==> src/rtl/freq_measure_sequencer.sv <==
// freq_measure_sequencer: gate window edge counter with BCD conversion handshake and display load
module freq_measure_sequencer #(
  parameter int BITS           = 12,
  parameter int DEFAULT_PERIOD = 11999,
  parameter int MAX_COUNT      = 99,
  parameter int CONV_TIMEOUT   = 31
) (
  input  logic            clk,
  input  logic            reset,
  input  logic            edge_pulse,
  input  logic [BITS-1:0] period_in,
  input  logic            period_load,
  input  logic            conv_done,
  output logic            conv_start,
  output logic [6:0]      conv_count,
  output logic            disp_load,
  output logic            gate_open,
  output logic            overrange,
  output logic            conv_error
);
  localparam int TW = $clog2(CONV_TIMEOUT + 1);
  typedef enum logic [1:0] {GATE, CONVERT, LOAD} state_t;
  state_t          state_q;
  logic [BITS-1:0] sample_q, period_q, pending_q, pending_d;
  logic [6:0]      edges_q, edges_d;
  logic [TW-1:0]   wait_q;
  logic            done_ok, timeout, enter_gate;
  always_comb begin
    edges_d    = (edge_pulse && edges_q != 7'(MAX_COUNT + 1)) ? edges_q + 7'd1 : edges_q;
    pending_d  = (period_load && period_in != '0) ? period_in : pending_q;
    done_ok    = state_q == CONVERT && wait_q != '0 && conv_done;
    timeout    = state_q == CONVERT && !done_ok && wait_q == TW'(CONV_TIMEOUT);
    enter_gate = state_q == LOAD || timeout;
  end
  always_ff @(posedge clk) begin
    if (reset) begin
      state_q    <= GATE;
      sample_q   <= '0;
      edges_q    <= '0;
      period_q   <= BITS'(DEFAULT_PERIOD);
      pending_q  <= BITS'(DEFAULT_PERIOD);
      wait_q     <= '0;
      conv_start <= 1'b0;
      conv_count <= '0;
      disp_load  <= 1'b0;
      gate_open  <= 1'b1;
      overrange  <= 1'b0;
      conv_error <= 1'b0;
    end else begin
      pending_q  <= pending_d;
      conv_start <= 1'b0;
      disp_load  <= 1'b0;
      case (state_q)
        GATE: begin
          edges_q  <= edges_d;
          sample_q <= sample_q + BITS'(1);
          if (sample_q == period_q) begin
            state_q    <= CONVERT;
            gate_open  <= 1'b0;
            conv_start <= 1'b1;
            conv_count <= (edges_d > 7'(MAX_COUNT)) ? 7'(MAX_COUNT) : edges_d;
            wait_q     <= '0;
          end
        end
        CONVERT: begin
          wait_q <= wait_q + TW'(1);
          if (done_ok) begin
            state_q   <= LOAD;
            disp_load <= 1'b1;
            overrange <= edges_q > 7'(MAX_COUNT);
          end
          if (timeout) conv_error <= 1'b1;
        end
        default: ;
      endcase
      // the window length is latched only as a new gate opens
      if (enter_gate) begin
        state_q   <= GATE;
        gate_open <= 1'b1;
        sample_q  <= '0;
        edges_q   <= '0;
        period_q  <= pending_d;
      end
    end
  end
endmodule

==> config.mk <==
export PLATFORM = sky130hd
export DESIGN_NAME = freq_measure_sequencer
export DESIGN_NICKNAME = d
export VERILOG_FILES = /design/src/rtl/freq_measure_sequencer.sv
export SDC_FILE = /design/constraint.sdc
export NUM_CORES = 1
export LEC_CHECK = 0
export BUFFER_PORTS_ARGS = -buffer_cell sky130_fd_sc_hd__buf_2
export CORE_UTILIZATION = 54
export DETAILED_ROUTE_END_ITERATION = 10
export PLACE_DENSITY = 0.79
export SLEW_MARGIN = 10
export SYNTH_ARGS = -nofsm -noshare
export SYNTH_HDL_FRONTEND = slang
export SYNTH_SLANG_ARGS = --single-unit
==> constraint.sdc <==
create_clock -name clk -period 3.1 [get_ports clk]
set_input_delay 0.31 -clock clk [delete_from_list [all_inputs] [get_ports clk]]
set_output_delay 0.31 -clock clk [all_outputs]
set_load 0.02 [all_outputs]
* Word level (Yosys, flattened, before mapping)
Index checks and enable logic that the tools add are counted.
Widths: inputs -> output; s select.
** Storage, ports and cells
- Bits in registers :: 62
- Input bits :: 17
- Output and inout bits :: 12
- Logic and storage cells :: 56
** Operators by class
- $add $sub $neg :: 3
- $lt $le $gt $ge :: 2
- Equal/unequal tests :: 7
- Multiplexer cells :: 10
- Bitwise operators :: 2
- Reduce and logical (&&, ||, !) cells :: 20
** Operators by type and width (count)
- $gt 7x7->1 const B :: 2
- $mux 7 :: 2
- $add 12x1->12 const B :: 1
- $eq 12x12->1 :: 1
- $mux 12 :: 1
- $reduce_bool 12->1 :: 1
- $pmux 5 s2 :: 1
- $reduce_and 2->1 :: 4
- $add 7x1->7 const B :: 1
- $ne 7x7->1 const B :: 1
- $logic_and 1x1->1 :: 6
- $reduce_or 2->1 :: 3
- $add 5x1->5 const B :: 1
- $eq 5x5->1 const B :: 1
- $mux 5 :: 1
- $reduce_bool 5->1 :: 1
- $mux 2 :: 2
- $ne 2x2->1 const B :: 2
- $pmux 2 s2 :: 1
- $reduce_and 3->1 :: 1
- $eq 2x1->1 const B :: 1
- $eq 2x2->1 const B :: 1
- $logic_not 2->1 :: 1
- $mux 1 :: 2
- 4 further kinds :: 5

* Longest topological paths before layout
Gate-level depths: netlist (run 1).
- Depth after elaboration :: 8
- Gate-level depth with buffers :: 9
- Depth with buffers taken out :: 7

* Worst setup path after synthesis (run 1)
No wires, ideal clock.
- Path type :: reg2reg
- From :: register wait_q[0]
- To :: register gate_open
- Setup time :: 0.124 ns
- Data arrival time :: 1.693 ns
- Data required time :: 2.976 ns
- Setup slack :: 1.283 ns
- Stages on the path, launching flop included :: 9
- Buffers on the path :: 2
- Clock period less this slack :: 1.817 ns
- Cells stage by stage :: dfxtp_1 ha_1 and3_1 ha_1 a31o_2 or2_1 buf_2 buf_6 o21bai_1
** Between the ends
- Cells in the longest elaborated chain, start to end :: 8
- Elaborated cells on any way between the ends :: 9
- Those cells by class :: eq/ne: 1; reduce/logical: 8
** Ends and longest elaborated chain
- start, declared :: line 26 : logic [TW-1:0] wait_q;
- start signal, assigned :: line 66 : wait_q <= wait_q + TW'(1);
- $reduce_bool 5->1 :: line 31 : done_ok = state_q == CONVERT && wait_q != '0 && conv_done;
- $logic_and 1x1->1 (2 in a row) :: line 31
- $logic_not 1->1 :: line 32 : timeout = state_q == CONVERT && !done_ok && wait_q == TW'(CONV_TIMEOUT);
- $logic_and 1x1->1 :: line 32
- $logic_and 1x1->1 (*) :: line 32
- $logic_or 1x1->1 (*) :: line 33 : enter_gate = state_q == LOAD || timeout;
- $reduce_or 2->1 (no line) (*)
- end signal, assigned :: line 46 : gate_open <= 1'b1;
- end signal, assigned :: line 59 : gate_open <= 1'b0;
- end signal, assigned :: line 79 : gate_open <= 1'b1;
- end, declared :: line 17 : output logic gate_open,
Mark *: on every way between the ends. The rest lies on a longest branch, timed or not.
A chain may end at the register's enable or synchronous reset.

* Final worst setup path (run 1)
- From :: register wait_q[0]
- To :: register sample_q[5]
** Between the ends
- Cells in the longest elaborated chain, start to end :: 8
- Elaborated cells on any way between the ends :: 9
- Those cells by class :: eq/ne: 1; reduce/logical: 8
** Ends and longest elaborated chain
- $reduce_bool 5->1 :: line 31
- $logic_and 1x1->1 (2 in a row) :: line 31
- $logic_not 1->1 :: line 32
- $logic_and 1x1->1 :: line 32
- $logic_and 1x1->1 (*) :: line 32
- $logic_or 1x1->1 (*) :: line 33
- $reduce_or 2->1 (no line) (*)
- end signal, assigned :: line 56 : sample_q <= sample_q + BITS'(1);
- end, declared :: line 24 : logic [BITS-1:0] sample_q, period_q, pending_q, pending_d;
Marks and branches as above.

==> impl_metrics.toml, run 1 <==
[run_status]
status = "finished, final reports clean"

[critical_path]
arrival_ns = 2.66
path_class = "reg2reg"
ff2ff_path_depth = 8
start_kind = "flip-flop"
timing.rr.end = "sample_q[5]"
r2r_setup_slack_ns = 0.67
cp_cell_sequence = "inv_1, ha_1, inv_1, o41ai_2, a31o_2, or2_1, buf_4, nor2_1"
worstSetupEndpointType = "flip-flop"
critPathMaxFanout = 25
required_ns = 3.33
critPathMaxStageDelay_ns = 0.71
timing.critical_path.mode_cell = "inv_1"
r2r-start = "wait_q[0]"
slowest_stage = "or2_1"

[run]
cap_violations = 0

[sta]
grt_setup_unrepaired = "false"
post-route-period-util_pct = 78.31
period_needed_ns = 2.427
worst-slew-pin-transition_ns = 0.8941
setup_viol = 0
maxSlewViolCount = 0
setup_tns_ns = 0
fin_worst_skew_ns = 0.01058
final_hold_viol_count = 0
max_freq_ghz = 0.4120
slew_headroom_pct = 40.39

[finish]
area_delta_synth_final_pct = 14.22
regArea_sq_um = 1241
drive_above_1_share_pct = 16.46
multi_input_area_sq_um = 1421
fin_util_pct = 65.71
diodes = 0
fill_cells = 414
finalNetCount = 346

[logic_synthesis]
syn-instance-count = 297
synth_edf_count = 0
syn_area_sq_um = 2771
yosysTopAreaCellShare_pct = 44.79
synth_fp_nets = 320
synth_largest_area_cell = "dfxtp_1"
yosys_warnings = 0
synth.avg_cell_area_sq_um = 9.331
synthTopCellsByArea = "dfxtp_1 (45%), xnor2_1 (7.0%), nor2_1 (4.9%)"
synth.distinct_cells = 41
ys_ff_latch = 62
ys_seq_area_share_pct = 44.79
synth_common_cells = "dfxtp_1 (62), nor2_1 (36), xnor2_1 (22), nand2_1 (20), nand2b_1 (15)"
async_reset_ff_share_pct = 0
synthFlopType = "dfxtp_1"
synth.most_common_cell = "dfxtp_1"

[routing]
met1Wirelength_mm = 2.623
dr.pass1.iters = 4
wire_per_inst_um = 13.21
antenna_left = 0
drc_errors = 0
wl_met2_mm = 2.346
drt_wl_total_mm = 5.219
dr.first_iter.drc_count = 138
wl_met3_um = 178
avgViaCountPerCell = 5.443
top_layer = "met4"
num_vias = 2150

[clock_network]
clk_latency_ns = 0.34
numCtsBuffers = 9
clock-sinks = 62
cts_hold_buf = 0
cts_resized = 0
post-cts-setup-buffers = 0
htreeDepth = 3
cts_root_buffer = "clkbuf_8"
clk_pin_slew_worst_paths_ns = 0.08
clockBufferDepth = 2
tritoncts = "yes"

[worst_hold_path]
hp-start = "period_in[3]"
whs_endpoint = "pending_q[3]"
hold_class = "in2reg"
worstHoldPathCells = 3

[floorplanning]
die_w_um = 73.64
dieHeight_um = 73.64
fp.coreArea_sq_um = 4817
io_pins = 29
design.die.area_sq_um = 5423
placementRows = 25
start_util_pct = 57.53

[power_and_ir_drop]
pwr-share-comb_pct = 5.1
switching_power_w = 0.0003962
p_seq_share_pct = 48.1
irDropWorstVdd_uv = 329.9
p_int_w = 0.001313
power_frac_clock_pct = 46.8
power.density_nw_per_um2 = 539.9
switching_share_pct = 23.18
p_leak_nw = 1.269

[global_route]
grt_usage_pct = 20.95
grt-ovfl-total = 0
grt_pass1_vias = 1908
antenna_found_initial = 0
grt_max_degree = 35
grt_pass1_wl_mm = 8.700

[placement]
gp_congestion = 0.8039
port-buffer-count = 28
dp_hpwl_mm = 3.608
power groups by stage:
stage | clock (W) | sequential (W) | combinational, W
CTS | 0.000812 | 0.000822 | 0.0000874
floorplan | 0 | 0.000838 | 0.0000622
global route | 0.000849 | 0.000824 | 0.0000969
detailed placement | 0 | 0.000841 | 0.0000868
global placement | 0 | 0.000840 | 0.0000849
finish | 0.000800 | 0.000823 | 0.0000867
worst max path at each step:
| stage | from | end | slack, ns | depth (start not counted) |
|---|---|---|---|---|
| after global routing | wait_q[0] | sample_q[8] | 0.45 | 8 |
| after global placement | wait_q[0] | sample_q[3] | 0.84 | 8 |
| after detailed placement | wait_q[0] | sample_q[5] | 0.70 | 8 |
| after floorplan | wait_q[0] | gate_open | 1.28 | 8 |
| after CTS | wait_q[0] | sample_q[3] | 0.67 | 8 |
| final | wait_q[0] | sample_q[5] | 0.67 | 8 |
per-layer routing:
| metal | track usage, % | vias to the layer above |
|---|---|---|
| met5 | 0 | - |
| met4 | 9.188 | 0 |
| met3 | 4.115 | 8 |
| met2 | 31.50 | 43 |
| met1 | 29.05 | 1007 |
| li1 | - | 1092 |
cell type report:
class                      count  share of cell area [%]
multi-input combinational    212                   44.90
sequential                    62                   39.21
timing repair buffer          32                   5.375
clock buffer                   9                   3.913
clock inverter                 7                   3.241
tap                           67                   2.648
inverter                       6                  0.7115
placed cells by master (no fill, tap or decap), drive strengths merged, types with 2 or more instances in the layout:
cell type   n
and3        7
a22oi       4
ha          6
nor2       36
nand2      20
a311oi      2
clkbuf      9
dfxtp      62
xnor2      22
bufinv      2
nor3        4
nor4b       2
xor2       12
o32ai       2
nand3       7
nor2b       5
nand4       8
o21ai       6
or3         3
buf        32
mux2i      10
nand2b     15
a2bb2oi    11
nor4        5
a211oi      6
inv         9
and2        2
a21oi       7
stage by stage:
step	hold slack (ns)	area, sq um	setup WS (ns)	total power (W)	std cells
global placement	0.4468	2939	0.8427	0.0009254	379
finish	0.2386	3166	0.6725	0.001709	395
CTS	0.2246	3166	0.6680	0.001722	395
floorplan	0.4436	2771	1.283	0.0009003	297
global route	0.2516	3166	0.4466	0.001770	395
detailed placement	0.4510	2939	0.7016	0.0009277	379
flip-flops by register name (all words and copies together) (netlist names), 2 cells and up:
signal / cells
pending_q: 12
period_q: 12
sample_q: 12
conv_count: 7
edges_q: 7
wait_q: 5
state_q: 2
cell families after synthesis:
group / share of synthesized area, %
buffers and inverters: 4.153
XOR/XNOR: 10.74
adder cells (fa/ha/maj): 2.709
AND/OR/NAND/NOR: 21.63
AO/OA/AOI/OAI: 12.37
multiplexers: 3.612
flip-flops: 44.79
critical path: cells and delay by family (launching register included):
kind / cells / cell delay, ns
simple gates: 2 / 0.76
flops: 1 / 0.34
buf+inv: 3 / 0.41
fa+ha+maj: 1 / 0.16
compound gates: 2 / 0.65
(Power assumes the default switching activity.)
==> run 2, diff against run 1 <==
- ABC_AREA: unset -> 1
- clock period: 3.1 -> 2.5 ns (I/O delays scaled with it)
==> run 2 against run 1 <==
Compared with the run above:
- critical path depth increased by 1
- sequential share of layout area decreased by 2.4 points
- combinational power increased by 34%
- synthesized area increased by 7.4%
- via count increased by 22%
- first-iteration DRC count increased by 33%
- clock skew decreased by 0.0022 ns
- worst hold slack got worse by 0.047 ns
- count of clock-buffer cells in the layout increased by 5
- critical path type unchanged
- largest cell class unchanged
- largest power group unchanged
- highest routed layer unchanged
==> impl_metrics.toml, run 2 <==
[run_status]
status = "finished, final reports clean"

[logic_synthesis]
synthTopCellsByArea = "dfxtp_1 (42%), nand2_1 (13%), nand3_1 (7.2%)"
async_reset_ff_share_pct = 0
yosysTopAreaCellShare_pct = 41.68
syn-instance-count = 416
synth_common_cells = "nand2_1 (107), dfxtp_1 (62), inv_1 (51), nand3_1 (43), a21oi_1 (33)"
synth.distinct_cells = 31
syn_area_sq_um = 2978
ys_seq_area_share_pct = 41.68
synth_largest_area_cell = "dfxtp_1"
synth.avg_cell_area_sq_um = 7.158
synthFlopType = "dfxtp_1"
synth.most_common_cell = "nand2_1"
ys_ff_latch = 62
synth_edf_count = 0
yosys_warnings = 0
synth_fp_nets = 439

[critical_path]
r2r-start = "wait_q[0]"
timing.rr.end = "edges_q[1]"
cp_cell_sequence = "inv_1, ha_1, nand3_1, nand3_4, nand3_2, nand3_4, inv_2, o21ai_0, a21oi_1"
critPathMaxFanout = 18
cp_num_buf_inv = 2
start_kind = "flip-flop"
cpLargestDelayFamily = "simple AND/OR/NAND/NOR gates"
timing.critical_path.mode_cell = "nand3_4"
arrival_ns = 2.16
crit_path_end = "edges_q[1]"
ff2ff_path_depth = 9
required_ns = 2.76
critPathMaxStageDelay_ns = 0.39
r2r_setup_slack_ns = 0.61
crit_cells = 9
slowest_stage = "dfxtp_1"
worstSetupEndpointType = "flip-flop"
critical_path.startpoint = "wait_q[0]"
path_class = "reg2reg"

[global_route]
grt_pass1_vias = 2384
grt_max_degree = 21
grt-ovfl-total = 0
antenna_found_initial = 0
grt_pass1_wl_mm = 10.43
grt_usage_pct = 22.26

[finish]
reg_top3 = "pending_q: 12 flops, period_q: 12 flops, sample_q: 12 flops"
finalNetCount = 467
area_delta_synth_final_pct = 13.11
drive_above_1_share_pct = 16.26
layout_common_cells = "nand2_1 (107), dfxtp_1 (62), inv_1 (51)"
layout_commonest_cell = "nand2_1"
diodes = 0

[sta]
worst-slew-pin-transition_ns = 0.5407
fin_ws_ns = 0.6097
setup_tns_ns = 0
maxSlewViolCount = 0
fin_worst_skew_ns = 0.008371
slew_headroom_pct = 63.87
final_hold_viol_count = 0
grt_setup_unrepaired = "false"
setup_viol = 0
post-route-period-util_pct = 75.61
period_needed_ns = 1.890
max_freq_ghz = 0.5290

[clock_network]
clk_pin_slew_worst_paths_ns = 0.07
cts_root_buffer = "clkbuf_8"
numCtsBuffers = 9
cts_resized = 0
htreeDepth = 3
clk_latency_ns = 0.34
clock-sinks = 62
post-cts-setup-buffers = 0
clockBufferDepth = 2
tritoncts = "yes"
cts_hold_buf = 0

[floorplanning]
design.die.area_sq_um = 5816
start_util_pct = 57.21
die_w_um = 76.26
placementRows = 26
fp.coreArea_sq_um = 5205
dieHeight_um = 76.26
io_pins = 29

[power_and_ir_drop]
power.density_nw_per_um2 = 622.6
irDropWorstVdd_uv = 476.0
p_leak_nw = 1.578

[placement]
dp_hpwl_mm = 4.460
port-buffer-count = 28
gp_congestion = 0.9090
dp_slack_ns = 0.6153

[run]
cap_violations = 0

[routing]
dr.pass1.iters = 4
antenna_left = 0
num_vias = 2633
avgViaCountPerCell = 5.073
drc_errors = 0
drt_wl_total_mm = 6.055
dr.first_iter.drc_count = 184
wire_per_inst_um = 11.67

[worst_hold_path]
hold_class = "in2reg"
run 2: kinds of logic (layout without fill, tap and decap cells):
| family | Yosys count | count (layout) | synth area share (%) |
|---|---|---|---|
| flip-flops | 62 | 62 | 41.68 |
| adder cells (fa/ha/maj) | 6 | 6 | 2.521 |
| AND/OR/NAND/NOR | 212 | 212 | 33.49 |
| AO/OA/AOI/OAI | 60 | 60 | 10.50 |
| XOR/XNOR | 10 | 10 | 2.941 |
| buffers and inverters | 66 | 99 | 8.865 |
run 2: worst min path at each step:
stage | from | end | slack (ns) | depth (start not counted)
after global routing | period_in[11] | pending_q[11] | 0.20 | 3
after CTS | period_in[11] | pending_q[11] | 0.18 | 3
after global placement | gate_open | gate_open | 0.44 | 2
final | period_in[11] | pending_q[11] | 0.19 | 3
after detailed placement | gate_open | gate_open | 0.44 | 2
after floorplan | period_in[11] | pending_q[11] | 0.39 | 2
run 2: power breakdown:
part | switching, W | internal [W]
combinational | 0.0000721 | 0.0000435
sequential | 0.0000150 | 0.00101
clock | 0.000387 | 0.000570
total | 0.000474 | 0.00162
run 2: cell type report:
type	count	area, sq um
repair buffers	28	140.1
clock buffers	14	182.7
clock inverters	2	37.54
flip-flops and latches	62	1241
multi-input cells	288	1473
well taps	70	87.58
inverters	55	206.4
fillers	477	1837
run 2: metrics by stage:
step / hold WS [ns] / std cells / area (sq um) / total power, W / utilization (%)
6_report: 0.1917 / 519 / 3368 / 0.002097 / 64.71
5_1_grt: 0.2015 / 519 / 3368 / 0.002158 / 64.71
4_1_cts: 0.1823 / 519 / 3368 / 0.002099 / 64.71
3_5_place_dp: 0.4419 / 503 / 3148 / 0.001161 / 60.48
3_3_place_gp: 0.4425 / 503 / 3148 / 0.001156 / 60.48
2_1_floorplan: 0.3895 / 416 / 2978 / 0.001125 / -
run 2: metal layers:
layer | up-vias | part of all wire [%] | global-route usage [%]
li1 | 1386 | - | -
met1 | 1182 | 50 | 28.16
met2 | 56 | 45 | 36.40
met3 | 9 | 3.7 | 4.790
met4 | 0 | 1.6 | 9.808
met5 | - | 0 | 0
run 2: worst min-delay path, stage by stage:
cell and delay (ns):
buf_2 0.09, a21oi_1 0.05, nand2_1 0.09
==> run 3, diff against run 2 <==
- clock period: 2.5 -> 1.85 ns (I/O delays scaled with it)
==> run 3 against run 2 <==
Compared with the run above:
- clock power increased by 34%
- via count is 1.6% higher
- critical path depth unchanged
- register-to-register slack got worse by 0.44 ns
- count of clock-buffer cells in the layout shrank 4
- die area did not move
- final area is 2.3% higher
- largest cell class unchanged
==> impl_metrics.toml, run 3 (same netlist as run 2, synthesis figures left out) <==
[critical_path]
start_kind = "flip-flop"
critPathMaxStageDelay_ns = 0.35
slowest_stage = "dfxtp_1"
cp_cell_sequence = "ha_1, nand2_1, nor2_1, ha_1, nand3_2, nand3_4, inv_2, o21ai_0, a21oi_1"
worstSetupEndpointType = "flip-flop"
required_ns = 2.11
critPathMaxFanout = 10
timing.critical_path.mode_cell = "ha_1"
cpLargestDelayFamily = "simple AND/OR/NAND/NOR gates"
arrival_ns = 1.93
path_class = "reg2reg"
cp_num_buf_inv = 1
r2r_setup_slack_ns = 0.17

[run_status]
status = "finished, final reports clean"

[clock_network]
tritoncts = "yes"
numCtsBuffers = 9
cts_hold_buf = 0
post-cts-setup-buffers = 0
clk_latency_ns = 0.33
clock-sinks = 62
clockBufferDepth = 2
htreeDepth = 3
clk_pin_slew_worst_paths_ns = 0.07
cts_root_buffer = "clkbuf_8"
cts_resized = 0

[routing]
wire_per_inst_um = 11.70
dr.pass1.iters = 4
drc_errors = 0
drt_wl_total_mm = 6.190
antenna_left = 0
avgViaCountPerCell = 5.055
num_vias = 2674
dr.first_iter.drc_count = 201

[sta]
setup_viol = 0
grt_setup_unrepaired = "false"
fin_worst_skew_ns = 0.004990
slew_headroom_pct = 72.88
max_freq_ghz = 0.5961
maxSlewViolCount = 0
post-route-period-util_pct = 90.68
worst-slew-pin-transition_ns = 0.4058
period_needed_ns = 1.678
fin_ws_ns = 0.1724
final_hold_viol_count = 0
setup_tns_ns = 0

[finish]
area_delta_synth_final_pct = 15.67
finalNetCount = 477
layout_common_cells = "nand2_1 (107), dfxtp_1 (60), inv_1 (50)"
layout_commonest_cell = "nand2_1"
fin_area_sq_um = 3445
reg_top3 = "pending_q: 12 flops, period_q: 12 flops, sample_q: 12 flops"
drive_above_1_share_pct = 18.74
diodes = 0

[global_route]
grt_max_degree = 20
grt-ovfl-total = 0
grt_usage_pct = 22.76
grt_pass1_vias = 2478
grt_pass1_wl_mm = 10.67
antenna_found_initial = 0

[floorplanning]
design.die.area_sq_um = 5816
dieHeight_um = 76.26
fp.coreArea_sq_um = 5205
start_util_pct = 57.21
die_w_um = 76.26
placementRows = 26
io_pins = 29

[placement]
dp_slack_ns = 0.07382
port-buffer-count = 28
dp_hpwl_mm = 4.578
gp_congestion = 0.8684
post_dp_cell_area_sq_um = 3223

[worst_hold_path]
hold_class = "in2reg"

[power_and_ir_drop]
p_leak_nw = 1.621
power.density_nw_per_um2 = 821.8
irDropWorstVdd_uv = 539.2

[run]
cap_violations = 0
-- run 3: per-layer routing --
| metal | vias to the layer above | track usage (%) | routed length (um) |
|---|---|---|---|
| met5 | - | 0 | 0 |
| met4 | 0 | 9.615 | 97 |
| met3 | 9 | 5.988 | 306 |
| met2 | 71 | 35.68 | 2865 |
| met1 | 1182 | 29.54 | 2920 |
| li1 | 1412 | - | - |
-- run 3: cell type report --
class	count	area, sq um
multi-input combinational	288	1478
tap	70	87.58
sequential	62	1244
clock inverter	6	86.33
clock buffer	10	127.6
inverter	55	206.4
timing repair buffer	38	215.2
fill	465	1760
-- run 3: worst paths after layout --
| path | from | endpoint | depth (start not counted) |
|---|---|---|---|
| setup / recovery | wait_q[0] | edges_q[0] | 9 |
| hold reg to reg | gate_open | gate_open | 2 |
| hold / removal | period_in[11] | pending_q[11] | 3 |
| setup reg to reg | wait_q[0] | edges_q[0] | 9 |
-- run 3: where the power goes --
group          internal [W]  switching, W  total [W]
logic             0.0000644     0.0000989   0.000163
registers           0.00136     0.0000203    0.00139
clock network      0.000756      0.000526    0.00128
total               0.00219      0.000645    0.00283
-- run 3: per-stage QoR --
stage                     hold WS (ns)  cells  total power (W)  util, %
after floorplan                 0.3245    416         0.001520        -
after global placement          0.4481    513         0.001568    61.92
after detailed placement        0.4437    513         0.001573    61.92
after CTS                       0.1303    529         0.002846    66.03
after global routing            0.1637    529         0.002923    66.18
final                           0.1371    529         0.002831    66.18
-- run 3: worst min-delay path: stages --
cell     delay, ns
buf_2         0.09
a21oi_1       0.06
nand2_1       0.10
